<file path="src/rtl/div_pkg.sv">
// div_pkg: shared divider states, opcodes and counter sizing
package div_pkg;
    typedef enum logic [1:0] {IDLE, RUN, DONE} state_t;
    localparam logic [3:0] OP_DIV = 4'b1100;
    localparam logic [3:0] OP_REM = 4'b1101;
    localparam int DIV_WIDTH = 32;
    function automatic int cnt_width(input int w);
        return w > 1 ? $clog2(w) : 1;
    endfunction
    localparam int CNT_W = cnt_width(DIV_WIDTH);
endpackage

</file>
<file path="src/rtl/div_step.sv">
// div_step: one combinational restoring-division step
module div_step #(
    parameter int WIDTH = 32
) (
    input  logic [WIDTH:0]   rem,
    input  logic [WIDTH-1:0] quo,
    input  logic [WIDTH-1:0] divisor,
    output logic [WIDTH:0]   rem_next,
    output logic [WIDTH-1:0] quo_next
);
    logic [WIDTH+1:0] shifted;
    logic ge;
    assign shifted = {rem, quo[WIDTH-1]};
    assign ge = shifted >= {2'b0, divisor};
    assign rem_next = ge ? (WIDTH+1)'(shifted - {2'b0, divisor}) : shifted[WIDTH:0];
    assign quo_next = {quo[WIDTH-2:0], ge};
endmodule

</file>
<file path="src/rtl/div_unit.sv">
// div_unit: multi-cycle unsigned divide/remainder, one restoring step per cycle
module div_unit
    import div_pkg::*;
#(
    parameter int WIDTH = 32
) (
    input  logic             clk,
    input  logic             rst_n,
    input  logic             start,
    input  logic [3:0]       operation,
    input  logic [WIDTH-1:0] dataA,
    input  logic [WIDTH-1:0] dataB,
    output logic             busy,
    output logic             done,
    output logic [WIDTH-1:0] saida,
    output logic             zero,
    output logic             of
);
    localparam int CW = cnt_width(WIDTH);
    state_t state, next;
    logic [WIDTH:0] rem, rem_nx;
    logic [WIDTH-1:0] quo, quo_nx, dvs, zres, fin;
    logic [CW-1:0] cnt;
    logic op_rem, accept, last;
    assign accept = start && state != RUN && (operation == OP_DIV || operation == OP_REM);
    assign last = cnt == CW'(WIDTH-1);
    assign busy = state == RUN;
    assign done = state == DONE;
    assign zres = operation == OP_REM ? dataA : '1;
    assign fin = op_rem ? rem_nx[WIDTH-1:0] : quo_nx;
    div_step #(.WIDTH(WIDTH)) u_step (
        .rem(rem),
        .quo(quo),
        .divisor(dvs),
        .rem_next(rem_nx),
        .quo_next(quo_nx)
    );
    always_ff @(posedge clk or negedge rst_n)
        if (!rst_n) state <= IDLE;
        else state <= next;
    always_comb begin
        next = state == RUN ? (last ? DONE : RUN)
             : accept ? (dataB == '0 ? DONE : RUN)
             : IDLE;
    end
    always_ff @(posedge clk or negedge rst_n) begin
        if (!rst_n) begin
            rem <= '0;
            quo <= '0;
            dvs <= '0;
            cnt <= '0;
            op_rem <= 1'b0;
            saida <= '0;
            zero <= 1'b1;
            of <= 1'b0;
        end else if (accept) begin
            op_rem <= operation == OP_REM;
            if (dataB == '0) begin
                saida <= zres;
                zero <= zres == '0;
                of <= 1'b1;
            end else begin
                dvs <= dataB;
                quo <= dataA;
                rem <= '0;
                cnt <= '0;
            end
        end else if (busy) begin
            rem <= rem_nx;
            quo <= quo_nx;
            cnt <= cnt + 1'b1;
            if (last) begin
                saida <= fin;
                zero <= fin == '0;
                of <= 1'b0;
            end
        end
    end
endmodule

</file>
<file path="config.mk">
export PLATFORM = sky130hd
export DESIGN_NAME = div_unit
export DESIGN_NICKNAME = d
export VERILOG_FILES = /design/src/rtl/div_pkg.sv /design/src/rtl/div_step.sv /design/src/rtl/div_unit.sv
export SDC_FILE = /design/constraint.sdc
export NUM_CORES = 1
export LEC_CHECK = 0
export CORE_ASPECT_RATIO = 0.75
export CORE_MARGIN = 2
export CORE_UTILIZATION = 46
export DETAILED_ROUTE_END_ITERATION = 16
export PLACE_DENSITY = 0.79
export SLEW_MARGIN = 5
export SYNTH_ARGS = -nofsm -noshare
export SYNTH_HDL_FRONTEND = slang
export SYNTH_SLANG_ARGS = --single-unit
export TNS_END_PERCENT = 10
</file>
<file path="constraint.sdc">
create_clock -name clk -period 7.2 [get_ports clk]
set_input_delay 0.72 -clock clk [delete_from_list [all_inputs] [get_ports clk]]
set_output_delay 0.72 -clock clk [all_outputs]
set_load 0.02 [all_outputs]
</file>
==> results of run 1 <==
-- flip-flops by register name, indices dropped and copies added (netlist names) --
| name | cells |
|---|---|
| cnt | 5 |
| saida | 32 |
| op_rem | 1 |
| zero | 1 |
| of | 1 |
| quo | 32 |
| state | 2 |
| rem | 33 |
| dvs | 32 |
-- cell families (layout without fill, tap and decap cells) --
logic type                 Yosys count  in the layout  synth area share [%]
xor gates and xnor gates            27             27                  2.76
adders and majority gates           35             35                  5.19
DFF                                139            139                  40.6
and+or+nand+nor                    315            315                  17.1
muxes                               87             87                  10.6
AOI/OAI and AO/OA                  278            278                  19.2
buffers and inverters               99            191                  4.60
-- metal layers --
metal  track usage (%)  wire length, um  vias up
met1              34.9            10800     3740
li1                  -                -     3667
met3              5.58             1880       50
met2              39.3            11000      348
met4              8.46              535        0
met5                 0                0        -
-- path summary, 6_finish.rpt --
path,slack (ns),cells past startpoint,start,to
min in group clk,0.47,2,saida[11]$_DFFE_PN0P_,saida[11]$_DFFE_PN0P_
max in group asynchronous,5.50,2,rst_n,op_rem$_DFFE_PN0P_
hold / removal,0.28,1,rst_n,saida[4]$_DFFE_PN0P_
hold reg to reg,0.47,2,saida[11]$_DFFE_PN0P_,saida[11]$_DFFE_PN0P_
setup / recovery,2.73,16,quo[31]$_DFFE_PN0P_,zero$_DFFE_PN1P_
setup reg to reg,2.73,16,quo[31]$_DFFE_PN0P_,zero$_DFFE_PN1P_
-- per-stage QoR --
stage	std cells	setup slack (ns)	instance area, sq um	total power, mW
floorplan	980	3.55	8580	3.83
global placement	1287	3.04	9800	4.73
detailed placement	1287	2.86	9800	4.81
CTS	1319	2.80	10400	5.75
global route	1319	2.45	10400	6.23
finish	1319	2.73	10400	5.81
-- final cells by class --
type	instances	share of cell area, %
Clock inverter	11	1.37
Sequential cell	139	33.4
Tap cell	247	2.97
Multi-Input combinational cell	742	45.3
Inverter	43	1.55
Timing Repair Buffer	116	10.9
Clock buffer	21	4.42
-- worst max-delay path: stages (launching register included) --
cell and delay, ns:
dfrtp_1 0.40, inv_1 0.07, ha_1 0.16, inv_1 0.06
fa_1 0.41, a21o_1 0.24, a221o_1 0.38, a32oi_2 0.33
a211oi_1 0.16, or2_1 0.24, buf_4 0.27, mux2i_1 0.24
a21oi_1 0.10, or4_1 0.60, nor4_1 0.47, nand4_1 0.15
nand2_1 0.11
-- synthesized netlist by cell type, types with 8 or more instances --
| cell type | n |
|---|---|
| nand2_1 | 148 |
| dfrtp_1 | 138 |
| o21ai_0 | 133 |
| a21oi_1 | 62 |
| nor2_1 | 56 |
| mux2i_1 | 53 |
| clkbuf_1 | 45 |
| inv_1 | 43 |
| ha_1 | 34 |
| mux2_2 | 33 |
| nor4_1 | 22 |
| or3_1 | 22 |
| xnor2_1 | 16 |
| nand4_1 | 14 |
| nor3_1 | 14 |
| a31oi_1 | 12 |
| xor2_1 | 11 |
| a21o_1 | 9 |
| o211ai_1 | 9 |
| a22o_1 | 8 |
-- power groups by stage --
stage	combinational [mW]	clock, mW	sequential [mW]
global placement	3.31	0	1.42
global route	3.81	0.953	1.47
CTS	3.41	0.917	1.43
detailed placement	3.37	0	1.43
finish	3.47	0.912	1.43
floorplan	2.40	0	1.43
==> out/metrics.cfg, run 1 <==
[power]
p_comb_share_pct=59.7
p_sw_mw=2.72
clockPowerShare_pct=15.7
p_int_mw=3.09
p_seq_share_pct=24.6
p_sw_share_pct=46.8
leakagePower_nw=4.60
ir_drop_mv=0.250
power_density_nw_per_um2=558

[die]
chipHeight_um=122
core_area_sq_um=18400
ios=107
rows=43
design.die.area_sq_um=19800
start_util_pct=46.6
die_x_um=162

[drt]
drtAntennaViolNets=0
firstDrtPassIters=6
wl_mm=24.3
wire_per_inst_um=18.4
drt_iter0_drc=818
route.detailed.drc=0
via_per_inst=5.92
vias=7805

[synthesis]
avgSynthCellArea_sq_um=8.75
synth.distinct_cells=60
synth_edf_count=0
netlist_area_sq_um=8580
synth_flop_cell=dfrtp_1
syn-instance-count=980
synth_nets=1086
synth_seq_area_share_pct=40.6
yosysTopAreaCellShare_pct=40.3
ys_async_sr_fraction_pct=100
synthTopCellsByArea=dfrtp_1, o21ai_0, nand2_1, mux2i_1, ha_1
ys_seq_elements=139
yosys_warnings=0
yosysTopAreaCell=dfrtp_1

[timing]
slew_headroom_pct=36.2
setup_violations=0
finalMaxSlewViolations=0
finalSetupTns_ns=0
rsz0062_at_grt=false
fmax_mhz=224
min_period_over_period_pct=62.1
clock_skew_ns=0.00983
period_needed_ns=4.47
worstMarginPinSlew_ns=0.955
hold_ws_ns=0.280
finalHoldViolCount=0

[setup_path]
critPathLaunchType=flip-flop
crit_path_max_fanout=32
critPathCaptureType=flip-flop
cp.required_ns=7.57
path_class=flip-flop to flip-flop
arrival_ns=4.84

[worst_hold_path]
min_path_type=primary input to asynchronous set/reset pin

[grt]
grt_max_degree=71
antenna_found_initial=0
track_usage_pct=25.1
grt_pass1_vias=7565
grt_pass1_wl_mm=39.0
grt_remaining_overflow=0

[clock_network]
numCtsBuffers=17
clock_latency_ns=0.43
postCtsHoldBufs=0
root_buffer=clkbuf_16
cts_buffer_depth=2
htree_levels=4
cts_resized=0
clk_pin_slew_ns=0.06
cts_setup_buffers=0
cts_sinks=139
tritoncts=yes

[outcome]
status=finished, final reports clean

[cells_and_area]
final_common_cell=nand2_1
fillers=1634
antennaDiodeCount=0
layout_common_cells=nand2_1, dfrtp_1, o21ai_0, clkdlybuf4s50_1, a21oi_1
fin_nets=1165
drive_above_1_share_pct=7.65
regArea_sq_um=3480
syn_to_final_growth_pct=21.3
multi_input_area_sq_um=4720
final_util_pct=56.6

[placed_design]
place.gp.congestion=0.922
place_hpwl_mm=17.6
numPortBuffers=106

[flow_run]
drv_cap=0

Note: power is estimated with default switching activity, not from simulation.
==> run 2, diff against run 1 <==
Clock period 7.2 ns to 4.4 ns, I/O delays scaled along.
==> run 2 against run 1 <==
Setup slack got worse by 2.5 ns. Power up 67%. Highest routed layer unchanged. Largest power group unchanged. Sequential power grew 64%. Core utilization grew 0.93 points. Global-route usage up 0.91 points.
==> out/metrics.cfg, run 2 (synthesized netlist as in run 1, its figures left out) <==
[timing]
worstMarginPinSlew_ns=0.951
rsz0062_at_grt=false
setup_violations=0
period_needed_ns=4.17
slew_headroom_pct=36.6
fmax_mhz=240
finalMaxSlewViolations=0
clock_skew_ns=0.00773
hold_ws_ns=0.126
finalHoldViolCount=0
finalSetupTns_ns=0
min_period_over_period_pct=94.9
final.setup.worst_slack_ns=0.226

[grt]
grt_pass1_vias=7611
antenna_found_initial=0
grt_max_degree=102
grt_pass1_wl_mm=40.3
grt_remaining_overflow=0
track_usage_pct=26.0

[cells_and_area]
syn_to_final_growth_pct=23.3
largest_register=rem
regArea_sq_um=3480
layout_common_cells=nand2_1, dfrtp_1, o21ai_0, clkdlybuf4s50_1, a21oi_1
largest_register_ffs=33
final_common_cell=nand2_1
fin_area_sq_um=10600
multi_input_area_sq_um=4740
fin_cells=1334
fin_nets=1180
fillers=1615
drive_above_1_share_pct=9.38
antennaDiodeCount=0
final_util_pct=57.5

[placed_design]
dpl.cell_count=1302
place_ws_ns=0.102
placed_area_sq_um=9920
numPortBuffers=106
place.gp.congestion=0.937
place_hpwl_mm=18.2

[clock_network]
cts_sinks=139
clock_latency_ns=0.43
cts_buffer_depth=2
numCtsBuffers=17
cts_resized=0
root_buffer=clkbuf_16
tritoncts=yes
htree_levels=4
clk_pin_slew_ns=0.06
cts_setup_buffers=0
postCtsHoldBufs=0

[power]
p_int_mw=5.24
power_density_nw_per_um2=918
p_seq_share_pct=24.2
report.power.total_mw=9.72
p_sw_mw=4.48
clockPowerShare_pct=16.3
p_comb_share_pct=59.5
p_sw_share_pct=46.1
ir_drop_mv=0.462
leakagePower_nw=4.68

[die]
design.die.area_sq_um=19800
start_util_pct=46.6
chipHeight_um=122
ios=107
core_area_sq_um=18400
rows=43
die_x_um=162

[setup_path]
crit_path_max_fanout=5
critPathLaunchType=flip-flop
crit_start=quo[31]$_DFFE_PN0P_
path_class=flip-flop to flip-flop
r2r_cells=16
reg2reg_from=quo[31]$_DFFE_PN0P_
cp.required_ns=4.77
critPathCaptureType=flip-flop
arrival_ns=4.55

[drt]
firstDrtPassIters=5
route.detailed.drc=0
wire_per_inst_um=18.9
wl_mm=25.2
via_per_inst=5.90
vias=7875
drt_iter0_drc=824
drtAntennaViolNets=0

[flow_run]
drv_cap=0

[outcome]
status=finished, final reports clean

[worst_hold_path]
min_path_type=primary input to asynchronous set/reset pin

==> run 2: worst max-delay path: stages (launching register included) <==
cell and delay, ns:
dfrtp_1 0.40, inv_1 0.07, ha_1 0.16, inv_1 0.06, fa_1 0.41, a21o_1 0.23, a221o_1 0.38, a221oi_2 0.55
o21ai_0 0.20, xor2_1 0.19, mux2i_1 0.20, a21oi_1 0.11, or4b_1 0.57, nor4_2 0.23, buf_4 0.16, nand4_1 0.09
nand2_1 0.10
==> run 2: layer usage <==
layer	vias up	part of all wire, %	GRT usage, %
met5	-	0	0
met4	0	1.8	7.69
met1	3845	45	36.1
met3	44	6.9	5.47
li1	3706	-	-
met2	280	46	41.6
==> run 2: worst paths after layout <==
check,to,slack (ns)
setup / recovery,zero$_DFFE_PN1P_,0.23
hold / removal,quo[11]$_DFFE_PN0P_,0.13
setup reg to reg,zero$_DFFE_PN1P_,0.23
hold reg to reg,saida[15]$_DFFE_PN0P_,0.46
max in group asynchronous,dvs[1]$_DFFE_PN0P_,3.23
min in group clk,saida[15]$_DFFE_PN0P_,0.46
==> run 2: area by class of cell <==
class / instances / area share [%]
multi-input combinational: 742 / 44.8
sequential: 139 / 32.9
timing repair buffer: 131 / 11.8
clock buffer: 22 / 4.48
tap: 247 / 2.92
clock inverter: 10 / 1.55
inverter: 43 / 1.53
==> run 2: power by group through the flow <==
stage	clock network (mW)	logic (mW)	registers [mW]
finish	1.58	5.78	2.35
global placement	0	5.50	2.33
detailed placement	0	5.61	2.36
floorplan	0	3.93	2.34
CTS	1.59	5.69	2.34
global route	1.64	6.33	2.42
==> run 3, diff against run 2 <==
Settings changed: SLEW_MARGIN 5 to unset.
==> results of run 3 <==
Final layout, timing and power as in run 2 (identical DEF).
